## src/rtl/pk_extractor_pkg.sv

```systemverilog
// Shared sizing helpers, default-configuration constants and FSM states for the public-key extractor.
package pk_extractor_pkg;

  function automatic int calc_wpr(input int cols, input int w);
    return (cols + w - 1) / w;
  endfunction

  function automatic int calc_opr(input int rows, input int cols, input int w);
    return (cols - rows + w - 1) / w;
  endfunction

  function automatic int calc_b(input int rows, input int w);
    return rows / w;
  endfunction

  function automatic int calc_off(input int rows, input int w);
    return rows % w;
  endfunction

  function automatic int calc_aw(input int rows, input int cols, input int w);
    int n;
    n = rows * calc_wpr(cols, w);
    return (n > 1) ? $clog2(n) : 1;
  endfunction

  // Bits needed to hold values 0..n inclusive.
  function automatic int cnt_w(input int n);
    return (n > 1) ? $clog2(n + 1) : 1;
  endfunction

  localparam int ROWS_DEF = 6;
  localparam int COLS_DEF = 20;
  localparam int W_DEF    = 8;
  localparam int WPR      = calc_wpr(COLS_DEF, W_DEF);
  localparam int OPR      = calc_opr(ROWS_DEF, COLS_DEF, W_DEF);
  localparam int B        = calc_b(ROWS_DEF, W_DEF);
  localparam int OFF      = calc_off(ROWS_DEF, W_DEF);
  localparam int AW       = calc_aw(ROWS_DEF, COLS_DEF, W_DEF);

  typedef enum logic [2:0] {
    IDLE,
    RD,
    WT,
    EMIT,
    FLUSH,
    FIN
  } pk_state_e;

endpackage

```

## src/rtl/pk_extractor_if.sv

```systemverilog
// Valid/ready output stream carrying public-key words; out_last marks the final word of the key.
interface pk_extractor_if #(
  parameter int W = 8
);
  logic         out_valid;
  logic         out_ready;
  logic [W-1:0] out_data;
  logic         out_last;

  modport master (output out_valid, output out_data, output out_last, input out_ready);
  modport slave  (input out_valid, input out_data, input out_last, output out_ready);
endinterface

```

## src/rtl/pk_word_align.sv

```systemverilog
// Funnel-shifts two adjacent row words into one parity word and zeroes bits beyond the last column.
// Purely combinational; no backpressure of its own.
module pk_word_align
  import pk_extractor_pkg::*;
#(
  parameter int ROWS = 6,
  parameter int COLS = 20,
  parameter int W    = 8,
  parameter int KW   = 2
) (
  input  logic [W-1:0]  lo_i,
  input  logic [W-1:0]  hi_i,
  input  logic [KW-1:0] k_i,
  output logic [W-1:0]  dat_o
);
  localparam int OFF_C = calc_off(ROWS, W);

  logic [2*W-1:0] shifted;
  logic           unused_upper;

  assign shifted      = {hi_i, lo_i} >> OFF_C;
  assign unused_upper = ^shifted[2*W-1:W];

  // Output bit j of word k is matrix column ROWS + k*W + j.
  always_comb begin
    dat_o = '0;
    for (int j = 0; j < W; j++) begin
      if (ROWS + int'(k_i) * W + j < COLS) dat_o[j] = shifted[j];
    end
  end
endmodule

```

## src/rtl/pk_extractor.sv

```systemverilog
// Reads a systemized matrix row by row, checks its identity block and streams the parity columns as W-bit words.
// Two cycles per RAM read; a pending output word stalls all further reads until out_ready.
module pk_extractor
  import pk_extractor_pkg::*;
#(
  parameter int  ROWS = 6,
  parameter int  COLS = 20,
  parameter int  W    = 8,
  localparam int AW_C = calc_aw(ROWS, COLS, W)
) (
  input  logic            clk,
  input  logic            rst,
  input  logic            start,
  output logic            done,
  output logic            fail,
  output logic            mem_rd_en,
  output logic [AW_C-1:0] mem_rd_addr,
  input  logic [W-1:0]    mem_rd_data,
  pk_extractor_if.master  out_if
);
  localparam int WPR_C = calc_wpr(COLS, W);
  localparam int OPR_C = calc_opr(ROWS, COLS, W);
  localparam int B_C   = calc_b(ROWS, W);
  localparam int RW    = cnt_w(ROWS);
  localparam int WW    = cnt_w(WPR_C);
  localparam int KW    = cnt_w(OPR_C);

  pk_state_e     state_q, state_d;
  logic [RW-1:0] row_q, row_d;
  logic [WW-1:0] wrd_q, wrd_d;
  logic [KW-1:0] k_q, k_d;
  logic [W-1:0]  prev_q, prev_d;
  logic [W-1:0]  cur_q, cur_d;
  logic          fail_q, fail_d;
  logic          row_end;
  logic          id_err;
  logic [W-1:0]  lo, hi, aligned;

  always_ff @(posedge clk) begin
    if (rst) begin
      state_q <= IDLE;
      row_q   <= '0;
      wrd_q   <= '0;
      k_q     <= '0;
      prev_q  <= '0;
      cur_q   <= '0;
      fail_q  <= 1'b0;
    end else begin
      state_q <= state_d;
      row_q   <= row_d;
      wrd_q   <= wrd_d;
      k_q     <= k_d;
      prev_q  <= prev_d;
      cur_q   <= cur_d;
      fail_q  <= fail_d;
    end
  end

  // Identity columns of the current row must read as the unit vector e_row.
  always_comb begin
    id_err = 1'b0;
    for (int b = 0; b < W; b++) begin
      if (int'(wrd_q) * W + b < ROWS) begin
        if (mem_rd_data[b] != (int'(wrd_q) * W + b == int'(row_q))) id_err = 1'b1;
      end
    end
  end

  always_comb begin
    state_d = state_q;
    row_d   = row_q;
    wrd_d   = wrd_q;
    k_d     = k_q;
    prev_d  = prev_q;
    cur_d   = cur_q;
    fail_d  = fail_q;
    row_end = 1'b0;
    unique case (state_q)
      IDLE: begin
        if (start) begin
          state_d = RD;
          row_d   = '0;
          wrd_d   = '0;
          k_d     = '0;
          fail_d  = 1'b0;
        end
      end
      RD: state_d = WT;
      WT: begin
        prev_d = cur_q;
        cur_d  = mem_rd_data;
        if (id_err) fail_d = 1'b1;
        if (int'(wrd_q) >= B_C + 1) begin
          state_d = EMIT;
        end else if (int'(wrd_q) == WPR_C - 1) begin
          state_d = FLUSH;
        end else begin
          wrd_d   = wrd_q + WW'(1);
          state_d = RD;
        end
      end
      EMIT: begin
        if (out_if.out_ready) begin
          k_d = k_q + KW'(1);
          if (int'(wrd_q) == WPR_C - 1) begin
            if (int'(k_q) + 1 < OPR_C) state_d = FLUSH;
            else row_end = 1'b1;
          end else begin
            wrd_d   = wrd_q + WW'(1);
            state_d = RD;
          end
        end
      end
      FLUSH: begin
        // Past the last stored word both halves of the funnel read as zero.
        if (out_if.out_ready) begin
          k_d   = k_q + KW'(1);
          cur_d = '0;
          if (int'(k_q) + 1 >= OPR_C) row_end = 1'b1;
        end
      end
      FIN:     state_d = IDLE;
      default: state_d = IDLE;
    endcase
    if (row_end) begin
      wrd_d = '0;
      k_d   = '0;
      if (int'(row_q) == ROWS - 1) begin
        state_d = FIN;
      end else begin
        row_d   = row_q + RW'(1);
        state_d = RD;
      end
    end
  end

  assign lo = (state_q == FLUSH) ? cur_q : prev_q;
  assign hi = (state_q == FLUSH) ? '0 : cur_q;

  pk_word_align #(
    .ROWS (ROWS),
    .COLS (COLS),
    .W    (W),
    .KW   (KW)
  ) u_align (
    .lo_i  (lo),
    .hi_i  (hi),
    .k_i   (k_q),
    .dat_o (aligned)
  );

  assign mem_rd_en        = (state_q == RD);
  assign mem_rd_addr      = AW_C'(int'(row_q) * WPR_C + int'(wrd_q));
  assign done             = (state_q == FIN);
  assign fail             = fail_q;
  assign out_if.out_valid = (state_q == EMIT) || (state_q == FLUSH);
  assign out_if.out_data  = aligned;
  assign out_if.out_last  = out_if.out_valid && (int'(row_q) == ROWS - 1) &&
                            (int'(k_q) == OPR_C - 1);
endmodule

```

## src/flat_wrapper.sv

```systemverilog
// flat-port wrapper written by rule: the top's interface ports become plain ports
module pk_extractor_flat import pk_extractor_pkg::*;
#(
  parameter int  ROWS = 6,
  parameter int  COLS = 20,
  parameter int  W    = 8,
  localparam int AW_C = calc_aw(ROWS, COLS, W)
)
  (clk, rst, start, done, fail, mem_rd_en, mem_rd_addr, mem_rd_data, out_if_out_valid, out_if_out_data, out_if_out_last, out_if_out_ready);
  pk_extractor_if #(.W(W)) out_if_i ();
  input  logic clk;
  input  logic rst;
  input  logic start;
  output logic done;
  output logic fail;
  output logic mem_rd_en;
  output logic [AW_C-1:0] mem_rd_addr;
  input  logic [W-1:0] mem_rd_data;
  output wire logic [$bits(out_if_i.out_valid)-1:0] out_if_out_valid;
  output wire logic [$bits(out_if_i.out_data)-1:0] out_if_out_data;
  output wire logic [$bits(out_if_i.out_last)-1:0] out_if_out_last;
  input wire logic [$bits(out_if_i.out_ready)-1:0] out_if_out_ready;
  assign out_if_out_valid = out_if_i.out_valid;
  assign out_if_out_data = out_if_i.out_data;
  assign out_if_out_last = out_if_i.out_last;
  assign out_if_i.out_ready = out_if_out_ready;
  pk_extractor #(.ROWS(ROWS), .COLS(COLS), .W(W)) u_core (.clk(clk), .rst(rst), .start(start), .done(done), .fail(fail), .mem_rd_en(mem_rd_en), .mem_rd_addr(mem_rd_addr), .mem_rd_data(mem_rd_data), .out_if(out_if_i));
endmodule
```

## config.mk

```make
export PLATFORM = sky130hd
export DESIGN_NAME = pk_extractor_flat
export DESIGN_NICKNAME = d
export VERILOG_FILES = /design/src/rtl/pk_extractor_pkg.sv /design/src/rtl/pk_extractor_if.sv /design/src/rtl/pk_word_align.sv /design/src/rtl/pk_extractor.sv /design/src/flat_wrapper.sv
export SDC_FILE = /design/constraint.sdc
export NUM_CORES = 1
export LEC_CHECK = 0
export CORE_ASPECT_RATIO = 1.4
export CORE_UTILIZATION = 52
export CTS_CLUSTER_DIAMETER = 200
export DETAILED_ROUTE_END_ITERATION = 7
export GPL_ROUTABILITY_DRIVEN = 1
export PLACE_DENSITY_LB_ADDON = 0.08
export SYNTH_ARGS = -nofsm -noshare
export SYNTH_HDL_FRONTEND = slang
export SYNTH_SLANG_ARGS = --single-unit
```

## constraint.sdc

```tcl
create_clock -name clk -period 2.96 [get_ports clk]
set_clock_uncertainty 0.2 [all_clocks]
set_input_delay 0.592 -clock clk [delete_from_list [all_inputs] [get_ports clk]]
set_output_delay 0.592 -clock clk [all_outputs]
set_load 0.005 [all_outputs]
```

==> results.sh <==
export IMPL_grt_pass1_wl_mm=6.27
export IMPL_hold_viol=0
export IMPL_clkTransAtPathRegs_ps=80
export IMPL_grtUsageMet2=0.458
export IMPL_yosysSeqAreaShare=0.272
export IMPL_arrival_ps=2100
export IMPL_cts_sinks=21
export IMPL_cpPeakStageDelay_ps=520
export IMPL_hpwl_mm=2.82
export IMPL_critPathCaptureType="primary output"
export IMPL_min_path_type="flip-flop to flip-flop"
export IMPL_syn_cell_area_um2=1550
export IMPL_synth_main_ff_cell="dfxtp_1"
export IMPL_drc=0
export IMPL_die_y_um=66.5
export IMPL_pin_count=30
export IMPL_critPathRequiredTime_ps=2170
export IMPL_async_reset_ff_frac=0
export IMPL_syn_to_final_growth_pct=27.5
export IMPL_clk_root_buffer_cell="clkbuf_8"
export IMPL_ir_drop_v=0.000431
export IMPL_setup_violations=0
export IMPL_design_area_um2=1970
export IMPL_setup_ws_ps=63.6
export IMPL_ys_seq_elements=21
export IMPL_met3_usage=0.0244
export IMPL_die_area_um2=3200
export IMPL_cp_max_fo=2
export IMPL_yosysTopAreaCell="dfxtp_1"
export IMPL_wl_mm=3.72
export IMPL_syn_avg_cell_area_um2=8.45
export IMPL_ys_types=46
export IMPL_syn_inst=183
export IMPL_synth_nets=213
export IMPL_cp_slowest_cell="fa_2"
export IMPL_whs_ps=276
export IMPL_post_dp_cell_area_um2=1900
export IMPL_grt_max_degree=16
export IMPL_post_place_ws_ps=57.2
export IMPL_insertion_delay_ps=270
export IMPL_vias=1495
export IMPL_synth_edf_count=0
export IMPL_clockBufferDepth=2
export IMPL_portBuffers=29
export IMPL_initial_core_util=0.543
export IMPL_grt_pass1_vias=1454
export IMPL_drive_above_1_share=0.115
export IMPL_report_final_slew_viol_count=0
export IMPL_wl_per_cell_um=14.6
export IMPL_tightest_slew_ps=732
export IMPL_cap_viol_max_count=0
export IMPL_grt_busiest_layer="met2"
export IMPL_grt_overflow=0
export IMPL_cts_tree="built"
export IMPL_postCtsHoldBufs=0
export IMPL_ant_nets=0
export IMPL_crit_type="flip-flop to primary output"
export IMPL_grt_total_usage=0.268
export IMPL_synth_top_cells_by_area="dfxtp_1 27%, ha_1 13%, nor2_1 4.9%"
export IMPL_num_antenna_cells=0
export IMPL_layout_nets=249
export IMPL_gp_congestion=0.865
export IMPL_post_route_min_period_ps=2900
export IMPL_cts_htree_levels=1
export IMPL_relSlewSlack=0.510
export IMPL_rows=23
export IMPL_die_w_um=48.1
export IMPL_fin_crit_sh=0.979
export IMPL_use_met1=0.333
export IMPL_drtIter0Drc=32
export IMPL_yosysTopAreaCellShare=0.272
export IMPL_power_uw=1170
export IMPL_p_leak_uw=0.000842
export IMPL_fmax_ghz=0.345
export IMPL_ys_warn_count=0
export IMPL_antenna_found_initial=0
export IMPL_drt_vias_per_instance=5.86
export IMPL_core_area_um2=2850
export IMPL_firstDrtPassIters=4
export IMPL_cts_inserted_buffers=3
export IMPL_status="complete, no violations"
export IMPL_rsz0062_at_grt="yes"
export IMPL_post_route_util=0.692
export IMPL_critPathLaunchType="flip-flop"
export IMPL_power_per_cell_area_nw_per_um2=593
export IMPL_worstPathCellList="buf_4, fa_2, ha_2, inv_1, fa_1, xnor2_1, clkbuf_2"
[per-layer routing]
metal  part of all wire  wire (um)
met4              0.015         57
met2               0.53       1980
met3              0.032        120
met1               0.42       1560
met5                  0          0
[cells in the final DEF (no fill, tap or decap), types with 3 or more instances in the layout]
cell type / Yosys / final
clkdlybuf4s50_1: 0 / 26
nor2_1: 20 / 20
dfxtp_1: 21 / 19
inv_1: 15 / 14
ha_1: 16 / 14
a21oi_1: 11 / 11
buf_4: 0 / 10
a22oi_1: 8 / 8
mux2i_1: 7 / 7
nand2_1: 6 / 6
and2_1: 6 / 6
a31oi_1: 5 / 5
a21o_1: 4 / 4
nand2b_1: 4 / 4
and3_1: 4 / 4
nand3_1: 4 / 4
o32ai_1: 3 / 3
a211oi_1: 3 / 3
or3_1: 3 / 3
clkbuf_8: 0 / 3
[metrics by stage]
stage,std cells,TNS [ps]
2_1_floorplan,183,0
4_1_cts,255,-50.4
6_report,255,0
3_5_place_dp,250,0
3_3_place_gp,250,0
5_1_grt,255,-27.5
[timing repair]
| action | CTS | global route |
|---|---|---|
| setup endpoints to repair | 3 | 7 |
| buffers inserted | 1 | 0 |
| resized for setup | 7 | 7 |
| pin swaps | 1 | 1 |
[final timing paths]
| check | from | to | slack [ps] | cells past startpoint |
|---|---|---|---|---|
| worst max-delay path | u_core.row_q[1]$_SDFF_PP0_ | mem_rd_addr[3] | 60 | 7 |
| worst min-delay path | u_core.cur_q[6]$_SDFFE_PP0P_ | u_core.prev_q[6]$_SDFFE_PP0P_ | 280 | 2 |
| worst max register to register | u_core.wrd_q[0]$_SDFFE_PP0P_ | u_core.wrd_q[1]$_SDFFE_PP0P_ | 820 | 6 |
| worst min register to register | u_core.cur_q[6]$_SDFFE_PP0P_ | u_core.prev_q[6]$_SDFFE_PP0P_ | 280 | 2 |
[worst max-delay path, delay by kind of cell, from the launching register on]
| family | cells | cell delay (ps) |
|---|---|---|
| fa+ha+maj | 3 | 1060 |
| flops | 1 | 320 |
| buf+inv | 3 | 310 |
| xor+xnor | 1 | 140 |
[logic make-up after synthesis]
family / synth area share
AO/OA/AOI/OAI: 0.218
XOR/XNOR: 0.0170
adder cells (fa/ha/maj): 0.155
buffers and inverters: 0.0680
flip-flops: 0.272
multiplexers: 0.0453
AND/OR/NAND/NOR: 0.224
[flip-flops by register name, indices dropped and copies added (netlist names)]
| name | count |
|---|---|
| u_core.cur_q | 8 |
| u_core.row_q | 3 |
| u_core.state_q | 3 |
| u_core.k_q | 2 |
| u_core.prev_q | 2 |
| u_core.wrd_q | 2 |
| u_core.fail | 1 |
[synth_stat cells, types with 2 or more instances]
library cell,n
a211oi_1,3
a21boi_0,2
a21o_1,4
a21oi_1,11
a22oi_1,8
a31oi_1,5
and2_1,6
and3_1,4
buf_2,3
buf_6,2
clkbuf_1,2
dfxtp_1,21
fa_1,2
ha_1,16
inv_1,15
mux2i_1,7
nand2_1,6
nand2b_1,4
nand3_1,4
nand3b_1,2
nand4_1,2
nor2_1,20
nor2b_1,2
nor4bb_1,2
o211ai_1,2
o21ai_0,2
o32ai_1,3
or2_2,2
or3_1,3
xnor2_1,2
[cell type report]
class / count / area [um2]
Fill cell: 235 / 877
Sequential cell: 21 / 423
Tap cell: 37 / 46.3
Clock buffer: 4 / 45.0
Multi-Input combinational cell: 139 / 1040
Timing Repair Buffer: 39 / 358
Inverter: 15 / 56.3
[power by group]
group          switching (uW)  internal [uW]  total [uW]
clock network            99.7           96.3         196
registers                34.3            337         371
logic                     315            287         602
total                     449            720        1170
Note: power is estimated with default switching activity, not from simulation.
